## src/rtl/led_sweep_gen.sv

```systemverilog
// LED pattern sweeper: prescaled step tick drives rotate-left/right, bounce or
// hold of a WIDTH-bit pattern, with pause, pattern load and a delayed step pulse.
module led_sweep_gen #(
  parameter int unsigned       WIDTH        = 8,
  parameter int unsigned       TICK_DIV     = 8388608,
  parameter logic [WIDTH-1:0]  INIT_PATTERN = WIDTH'(8'hfc)
) (
  input  logic             clk,
  input  logic             rst,
  input  logic             enable,
  input  logic [1:0]       mode,
  input  logic             load,
  input  logic [WIDTH-1:0] load_data,
  output logic [WIDTH-1:0] led,
  output logic             step,
  output logic             dir
);

  localparam int unsigned PW = $clog2(TICK_DIV);

  localparam logic [1:0] MODE_ROL    = 2'd0;
  localparam logic [1:0] MODE_ROR    = 2'd1;
  localparam logic [1:0] MODE_BOUNCE = 2'd2;
  localparam logic [1:0] MODE_HOLD   = 2'd3;

  logic [PW-1:0]    presc_q, presc_d;
  logic [WIDTH-1:0] led_q, led_d;
  logic             dir_q, dir_d;
  logic             pulse_q, pulse_d;
  logic             step_q, step_d;
  logic             tick;
  logic [WIDTH-1:0] rol, ror;

  assign tick = enable && (presc_q == PW'(TICK_DIV - 1));
  assign rol  = {led_q[WIDTH-2:0], led_q[WIDTH-1]};
  assign ror  = {led_q[0], led_q[WIDTH-1:1]};

  always_comb begin
    presc_d = presc_q;
    led_d   = led_q;
    dir_d   = dir_q;
    pulse_d = 1'b0;
    step_d  = pulse_q;
    if (enable) begin
      presc_d = tick ? '0 : presc_q + PW'(1);
    end
    if (load) begin
      led_d   = load_data;
      presc_d = '0;
      dir_d   = (mode == MODE_ROR);
      step_d  = 1'b0;
    end else if (tick) begin
      pulse_d = (mode != MODE_HOLD);
      case (mode)
        MODE_ROL: led_d = rol;
        MODE_ROR: led_d = ror;
        MODE_BOUNCE: begin
          // End checks happen before the rotate, so a bit never wraps around.
          if ((led_q == '0) || (led_q[WIDTH-1] && led_q[0])) begin
            led_d = led_q;
          end else if (!dir_q && led_q[WIDTH-1]) begin
            dir_d = 1'b1;
            led_d = ror;
          end else if (dir_q && led_q[0]) begin
            dir_d = 1'b0;
            led_d = rol;
          end else begin
            led_d = dir_q ? ror : rol;
          end
        end
        default: led_d = led_q;
      endcase
    end
  end

  // step is delayed one edge past the led update via pulse_q.
  always_ff @(posedge clk) begin
    if (rst) begin
      presc_q <= '0;
      led_q   <= INIT_PATTERN;
      dir_q   <= 1'b0;
      pulse_q <= 1'b0;
      step_q  <= 1'b0;
    end else begin
      presc_q <= presc_d;
      led_q   <= led_d;
      dir_q   <= dir_d;
      pulse_q <= pulse_d;
      step_q  <= step_d;
    end
  end

  assign led  = led_q;
  assign step = step_q;
  assign dir  = dir_q;

endmodule
```

## config.mk

```make
export PLATFORM = sky130hd
export DESIGN_NAME = led_sweep_gen
export DESIGN_NICKNAME = d
export VERILOG_FILES = /design/src/rtl/led_sweep_gen.sv
export SDC_FILE = /design/constraint.sdc
export NUM_CORES = 1
export LEC_CHECK = 0
export ABC_AREA = 1
export CAP_MARGIN = 0
export CORE_MARGIN = 5
export CORE_UTILIZATION = 40
export DETAILED_ROUTE_END_ITERATION = 12
export GPL_TIMING_DRIVEN = 0
export PLACE_DENSITY_LB_ADDON = 0.25
export SYNTH_ARGS = -nofsm -noshare
export SYNTH_HDL_FRONTEND = slang
export SYNTH_SLANG_ARGS = --single-unit
```

## constraint.sdc

```tcl
create_clock -name clk -period 4.19 [get_ports clk]
set_input_delay 0.419 -clock clk [delete_from_list [all_inputs] [get_ports clk]]
set_output_delay 0.419 -clock clk [all_outputs]
set_load 0.005 [all_outputs]
```

==> results.yml, run 1 <==
setup_path:
  start_kind: "primary input"
  crit_type: "primary input to flop"
  reg2reg_slack_ns: 2.56
  critPathCapture: "led[1]"
  r2r_cells: 8
  cp.required_ns: 4.42
  worstPathArrival_ns: 2.22
  crit_path_max_fanout: 5
  crit_path_start: "mode[0]"
  reg2reg_from: "presc_q[0]"
  r2r_end: "presc_q[17]"
  endpoint_kind: "flop"
cells_and_area:
  layout_commonest_cell: "nand2_1"
  drive_above_1_share_pct: 12.8
  finalNetCount: 347
  final_cell_mix: "nand2_1 (78), nor2_1 (44), dfxtp_1 (34)"
  fin_util_pct: 48.4
  diodes: 0
  area_delta_synth_final_pct: 18.8
yosys:
  syn-num-nets: 319
  yosysSeqAreaShare_pct: 32.9
  syn_inst: 300
  yosysUniqueCellTypes: 35
  synth_edf_count: 0
  ys_ff_latch: 34
  syn-cell-area_um2: 2070
  syn-mean-instance-area_um2: 6.89
  ys.warnings.count: 0
  synthArstFlopShare_pct: 0
  ys.flop_type: "dfxtp_1"
clock_tree:
  clkLatencyLatePin_ns: 0.29
  clkTransAtPathRegs_ns: 0.08
  cts_tree: "built"
  ctsResizeCount: 0
  numCtsBuffers: 5
  clock-sinks: 34
  cts_hold_buf: 0
  post_cts_buffers: 0
  cts_max_level: 2
  clockBufferDepth: 2
  root_buffer: "clkbuf_8"
route:
  viasPerCell: 4.88
  vias: 1946
  drtIter0Drc: 77
  antenna_left: 0
  drt_first_pass_iters: 5
  drc: 0
  routedWlPerCell_um: 11.9
  drt_wl_total_um: 4750
die:
  coreArea_um2: 5070
  start_util_pct: 40.7
  die_h_um: 81.9
  fp-row-count: 26
  die_w_um: 81.9
  io_pins: 24
  dieArea_um2: 6710
global_routing:
  grt.busiest_layer: "met2"
  grt_pass1_vias: 1790
  antenna_found_initial: 0
  grt_max_degree: 11
  grtUsageMet3_pct: 3.73
  grt.total_usage_pct: 15.6
  gr-usage-met2_pct: 26.3
  globalRouteMet1Util_pct: 19.6
  grt_pass1_wl_um: 8170
  overflow: 0
run_status:
  status: "finished, final reports clean"
worst_hold_path:
  hold_class: "primary input to flop"
place:
  dpl.hpwl_um: 3650
  routabilityCongestion: 0.892
  port-buffer-count: 21
power:
  p_leak_nw: 0.959
  peakVddDrop_uv: 129
  pwr_density_cell_nw_per_um2: 285
job:
  max_cap_viol_count: 0
sta:
  fin_crit_sh_pct: 47.4
  setup_viol: 0
  skew_ns: 0.0130
  slew_violations: 0
  rsz0062_at_grt: "false"
  relSlewSlack_pct: 63.7
  hold_viol: 0
  worstMarginPinSlew_ns: 0.538
  period_needed_ns: 1.98
  timing.hold.ws_ns: 0.404
  fmax_mhz: 504
  setup-tns-final_ns: 0
## cell usage after synthesis, types with 2 or more instances
cell type	number	area share, %
inv_2	2	0.36
nand2_2	8	2.4
o21ai_0	9	2.2
nand4_1	8	2.4
nand3_4	3	2.5
a21oi_1	11	2.7
nor2_1	44	8.0
nor4_1	2	0.61
nand3_1	25	6.1
nand3b_1	3	1.1
nor2_2	8	2.4
ha_1	5	3.0
nand2_1	78	14
buf_4	2	0.73
inv_1	23	4.2
buf_1	2	0.36
nor3_1	5	1.2
xor2_1	5	2.1
nor2_4	5	2.7
dfxtp_1	34	33
a31oi_1	2	0.61
xnor2_1	3	1.3
## worst min path at each step
stage	startpoint	end	depth (start not counted)
after detailed placement	pulse_q	step	2
after CTS	enable	presc_q[0]	2
after global routing	enable	presc_q[0]	2
final	enable	presc_q[0]	2
after floorplan	pulse_q	step	2
after global placement	pulse_q	step	2
## layer usage
| layer | share of wire, % | wire length, um | vias up |
|---|---|---|---|
| met4 | 0.97 | 46 | 0 |
| met5 | 0 | 0 | - |
| met3 | 3.9 | 186 | 5 |
| li1 | - | - | 1032 |
| met1 | 47 | 2220 | 872 |
| met2 | 48 | 2300 | 37 |
## power by group
group	switching (W)	leakage [nW]	internal, W
sequential	0.0000108	0.276	0.000331
clock	0.000122	0.0482	0.000133
combinational	0.0000561	0.634	0.0000482
## sequential cells by signal, summed over array words and instances (netlist names)
signal,cells
presc_q,23
dir,1
pulse_q,1
led,8
step,1
## worst max-delay path, stage by stage
cell and delay, ns:
clkdlybuf4s50_1 0.45, inv_1 0.10, ha_1 0.23, inv_1 0.08, o21ai_0 0.46, nand3_1 0.13, nand2_1 0.09, nand2_1 0.05
nand2_1 0.07, a21oi_1 0.04, nor2_1 0.10
## final cells by class
cell class                 count  area [um^2]
timing repair buffer          21          210
clock buffer                   7         86.3
fill                         556         2620
buffer                         6         38.8
sequential                    34          681
multi-input combinational    234         1250
tap                           70         87.6
clock inverter                 1         5.00
inverter                      26         97.6
## metrics by stage
stage          std cells  setup slack (ns)  area (um^2)  power [W]
4_1_cts              399              2.21         2460   0.000708
6_report             399              2.21         2460   0.000701
2_1_floorplan        300              2.65         2070   0.000411
5_1_grt              399              1.87         2460   0.000736
3_5_place_dp         391              1.91         2360   0.000453
3_3_place_gp         391              1.90         2360   0.000452
## cell families (layout without fill, tap and decap cells)
logic type                 Yosys count  in the layout  synth area share (%)
adders and majority gates            5              5                  3.03
and+or+nand+nor                    194            194                  46.7
DFF                                 34             34                  32.9
buffers and inverters               32             61                  6.60
xor gates and xnor gates             8              8                  3.39
AOI/OAI and AO/OA                   27             27                  7.32
Note: power is estimated with default switching activity, not from simulation.
==> inputs of run 2 (changes only) <==
clock period = 1.8 ns   (was 4.19 ns; I/O delays follow)
==> run 2 against run 1 <==
Compared with the run above: sequential share of layout area shrank 0.13 points; first-iteration DRC count grew 25%; critical endpoint is now led[0]; register-to-register slack lost 2.4 ns.
==> results.yml, run 2 (synthesized netlist as in run 1, its figures left out) <==
die:
  io_pins: 24
  die_h_um: 81.9
  die_w_um: 81.9
  start_util_pct: 40.7
  dieArea_um2: 6710
  coreArea_um2: 5070
  fp-row-count: 26
setup_path:
  start_kind: "primary input"
  crit_path_start: "mode[0]"
  r2r_end: "led[0]"
  crit_type: "primary input to flop"
  r2r_cells: 10
  endpoint_kind: "flop"
  critPathCapture: "led[0]"
  slowest_stage: "clkdlybuf4s50_1"
  cp.required_ns: 1.99
  reg2reg_from: "presc_q[1]"
  worstPathArrival_ns: 1.88
  reg2reg_slack_ns: 0.18
  max_stage_delay_ns: 0.51
  crit_chain: "clkdlybuf4s50_1 -> inv_1 -> ha_1 -> or2_2 -> nand3_4 -> nand2_4 -> nor2_1 -> nor2_2"
  crit_path_max_fanout: 9
sta:
  period_needed_ns: 1.69
  hold_viol: 0
  relSlewSlack_pct: 71.5
  slew_violations: 0
  skew_ns: 0.0121
  fin_crit_sh_pct: 93.7
  setup_viol: 0
  fmax_mhz: 593
  timing.hold.ws_ns: 0.163
  worstMarginPinSlew_ns: 0.427
route:
  drtIter0Drc: 96
  routed.top_layer: "met4"
  vias: 1956
  wl_met3_um: 203
  routedWlPerCell_um: 12.0
  drt-met1-wl_um: 2180
  antenna_left: 0
  met2WireLength_um: 2340
  drt_wl_total_um: 4780
  drc: 0
  viasPerCell: 4.90
  drt_first_pass_iters: 4
global_routing:
  antenna_found_initial: 0
  grt.total_usage_pct: 15.6
  grt_pass1_vias: 1790
  grt_max_degree: 11
  overflow: 0
  grt_pass1_wl_um: 8170
clock_tree:
  clock-sinks: 34
  clkTransAtPathRegs_ns: 0.08
  clockBufferDepth: 2
  clkLatencyLatePin_ns: 0.29
  cts_max_level: 2
  cts_tree: "built"
  numCtsBuffers: 5
  root_buffer: "clkbuf_8"
cells_and_area:
  largest_register_ffs: 23
  finalNetCount: 347
  diodes: 0
  area_delta_synth_final_pct: 19.4
  layout_commonest_cell: "nand2_1"
  regMostFlops: "presc_q"
  final_area_um2: 2470
  drive_above_1_share_pct: 13.1
  fin_util_pct: 48.6
  final_cell_mix: "nand2_1 (78), nor2_1 (44), dfxtp_1 (34)"
  fill_cells: 554
run_status:
  status: "finished, final reports clean"
place:
  postPlaceCellArea_um2: 2360
  dpl.hpwl_um: 3650
  port-buffer-count: 21
  routabilityCongestion: 0.892
power:
  pwr_density_cell_nw_per_um2: 663
  peakVddDrop_uv: 300
  p_leak_nw: 0.962
job:
  max_cap_viol_count: 0
worst_hold_path:
  hold_class: "primary input to flop"
[run 2: worst max-delay path: cells and delay by family]
kind	cells	cell delay, ns
simple gates	5	0.78
fa+ha+maj	1	0.33
buf+inv	2	0.58
[run 2: final cells by class]
| cell class | count | area (um^2) | area share (%) |
|---|---|---|---|
| plain buffers | 6 | 41.3 | 1.67 |
| clock buffers | 7 | 86.3 | 3.50 |
| clock inverters | 1 | 5.00 | 0.203 |
| inverters | 26 | 97.6 | 3.96 |
| multi-input cells | 234 | 1260 | 51.0 |
| flip-flops and latches | 34 | 681 | 27.6 |
| well taps | 70 | 87.6 | 3.55 |
| repair buffers | 21 | 210 | 8.52 |
[run 2: power by group]
part	internal (W)	leakage (nW)	total [W]	switching [W]
registers	0.000770	0.276	0.000795	0.0000251
logic	0.000115	0.637	0.000247	0.000132
clock network	0.000309	0.0482	0.000594	0.000285
[run 2: repair_timing]
item                       in CTS  in global routing
buffers inserted                0                  0
hold buffers                    0                  0
resized for setup               0                  5
setup endpoints to repair       0                  7
[run 2: per-layer routing]
metal / vias to the layer above / track usage, %
li1: 1032 / -
met1: 884 / 19.6
met2: 34 / 26.3
met3: 6 / 3.73
met4: 0 / 4.49
met5: - / 0
[run 2: how the worst min path moves through the flow]
stage / startpoint / to / slack (ns) / cells past startpoint
5_1_grt: enable / presc_q[0] / 0.16 / 2
3_3_place_gp: pulse_q / step / 0.40 / 2
6_report: enable / presc_q[0] / 0.16 / 2
3_5_place_dp: pulse_q / step / 0.40 / 2
2_1_floorplan: rst / presc_q[19] / 0.33 / 3
4_1_cts: enable / presc_q[0] / 0.16 / 2
[run 2: metrics by stage]
stage               setup WS (ns)  total power [W]  setup TNS [ns]  cells
CTS                        0.0589          0.00165               0    399
detailed placement         -0.242          0.00105           -1.74    391
global placement           -0.253          0.00105           -1.70    391
finish                      0.114          0.00164               0    399
floorplan                   0.377         0.000956               0    300
global route             -0.00270          0.00172        -0.00270    399
==> RTL edit: new RTL, flow settings as in run 2 <==
Make the reset (`rst`) asynchronous in one clocked block.
--- a/src/rtl/led_sweep_gen.sv
+++ b/src/rtl/led_sweep_gen.sv
@@ -75,5 +75,5 @@
 
   // step is delayed one edge past the led update via pulse_q.
-  always_ff @(posedge clk) begin
+  always_ff @(posedge clk or posedge rst) begin
     if (rst) begin
       presc_q <= '0;
Check against the original RTL: differs if rst is asserted again (counterexample within 4 cycles, from zero or initial values and one cycle with rst high); with rst held inactive, the same outputs for 10 cycles.
==> RTL edit against run 2 <==
Sequential cell count did not move; utilization rose by 1.4 points; critical path type is now reg2reg; critical path depth did not move; maximum frequency fell by 0.14%; power rose by 26%; area after synthesis rose by 7.0%; sequential power rose by 14%; clock power rose by 22%; routed wire length rose by 12%; cell area rose by 10%; critical endpoint is now led[1]$_DFFE_PP0P_; setup slack got worse by 0.0024 ns; synthesized cell count rose by 6.7%.
==> RTL edit: results (changes against run 2) <==
metric,value,unit,change
hold_ws,0.293,ns,+0.129 ns
pre-CTS WS,-0.354,ns,-0.112 ns
CP max stage delay,0.38,ns,-0.13 ns
syn avg cell area,6.91,um^2,+0.33%
number of post-CTS setup repair buffers,3,,+3
min-delay src,load,,
first-pass GRT wire length,9.32,mm,+14%
final worst-path cycle share,93.8,%,+0.13 points
Worst-Margin Slew,0.734,ns,+0.307 ns
Yosys cell types,30,,-14%
Hold EP,presc_q[1]$_DFFE_PP0P_,,
Global Route Usage Sum,15.8,%,+0.26 points
status,finished clean,,
Leakage,1.23,nW,+28%
top area cells in the synthesized netlist,"dfrtp_1 32%, nand2_1 18%, dfstp_2 7.1%",,
CP endpoint,led[1]$_DFFE_PP0P_,,
number of I/O port buffers,22,,+4.8%
layout cells sized above 1,12.1,%,-0.96 points
fill count,525,,-5.2%
Syn Nets,339,,+6.3%
Final #Nets,374,,+7.8%
Fin Clk Skew,0.0116,ns,-0.000565 ns
DR iter-0 viols,80,,-17%
slowest CP cell,dfrtp_1,,
WHS Path Cells,4,,+2
ys async rst share,100,%,+100 points
cell count after placement,414,,+5.9%
VDD IR-drop max,0.376,mV,+25%
R2R setup slack,0.11,ns,-0.07 ns
synth cell count leaders,"107 x nand2_1, 41 x nor2_1, 31 x inv_1, 29 x nand3_1, 28 x dfrtp_1",,
Area after DPL,0.00252,mm^2,+6.7%
post-DP HPWL,3.87,mm,+5.8%
peak fanout along the critical path,8,,-1
number of global-route vias before repair,2054,,+15%
largest net degree at the start of global routing,35,,+24
Post-Synth XOR/XNOR Area,2.38,%,-1.0 points
final WL,5.36,mm,+12%
Finished Layout Cells,427,,+7.0%
predominant post-synthesis flop cell,dfrtp_1,,
Critical path origin,presc_q[1]$_DFFE_PP0P_,,
post-synthesis adder-cell area fraction,2.83,%,-0.20 points
compound-cell area share of the yosys netlist,6.17,%,-1.2 points
[RTL edit: changes by cell type after synthesis, sizes merged, moves of 3 or more]
cell	before	now
nor3b	0	4
nor3	7	12
nand3	28	31
dfstp	0	6
nand2	87	109
dfrtp	0	28
inv	25	31
dfxtp	34	0
nor2	58	47
[RTL edit: worst reg2reg max path: stages, from the launching register on]
cell and delay, ns:
dfrtp_1 0.38, ha_2 0.20, nand3_1 0.12, nor2_4 0.21
nand3_4 0.11, o21ai_4 0.25, nand3_4 0.17, nand2_1 0.10
nand2_1 0.05
[RTL edit: logic make-up (layout without fill, tap and decap cells)]
| group | count (synthesis) | after routing |
|---|---|---|
| AO/OA/AOI/OAI | 23 | 23 |
| XOR/XNOR | 6 | 6 |
| adder cells (fa/ha/maj) | 5 | 5 |
| buffers and inverters | 38 | 73 |
| flip-flops | 34 | 34 |
| AND/OR/NAND/NOR | 214 | 214 |
[RTL edit: final cells by class]
cell class | count | area, um^2 | area share, %
Inverter | 32 | 120 | 4.41
Sequential cell | 34 | 858 | 31.5
Timing Repair Buffer | 29 | 273 | 10.0
Buffer | 5 | 31.3 | 1.15
Clock buffer | 6 | 82.6 | 3.03
Multi-Input combinational cell | 248 | 1240 | 45.4
Tap cell | 72 | 90.1 | 3.31
Clock inverter | 1 | 30.0 | 1.10
[RTL edit: layer usage]
layer	part of all wire, %	track usage (%)
met4	1.1	4.60
met3	4.2	4.51
met2	48	26.6
met1	47	19.8
met5	0	0
[RTL edit: where the power goes]
group	switching, mW	total, mW	internal, mW
Clock	0.282	0.725	0.443
Combinational	0.233	0.434	0.201
Sequential	0.0776	0.907	0.829
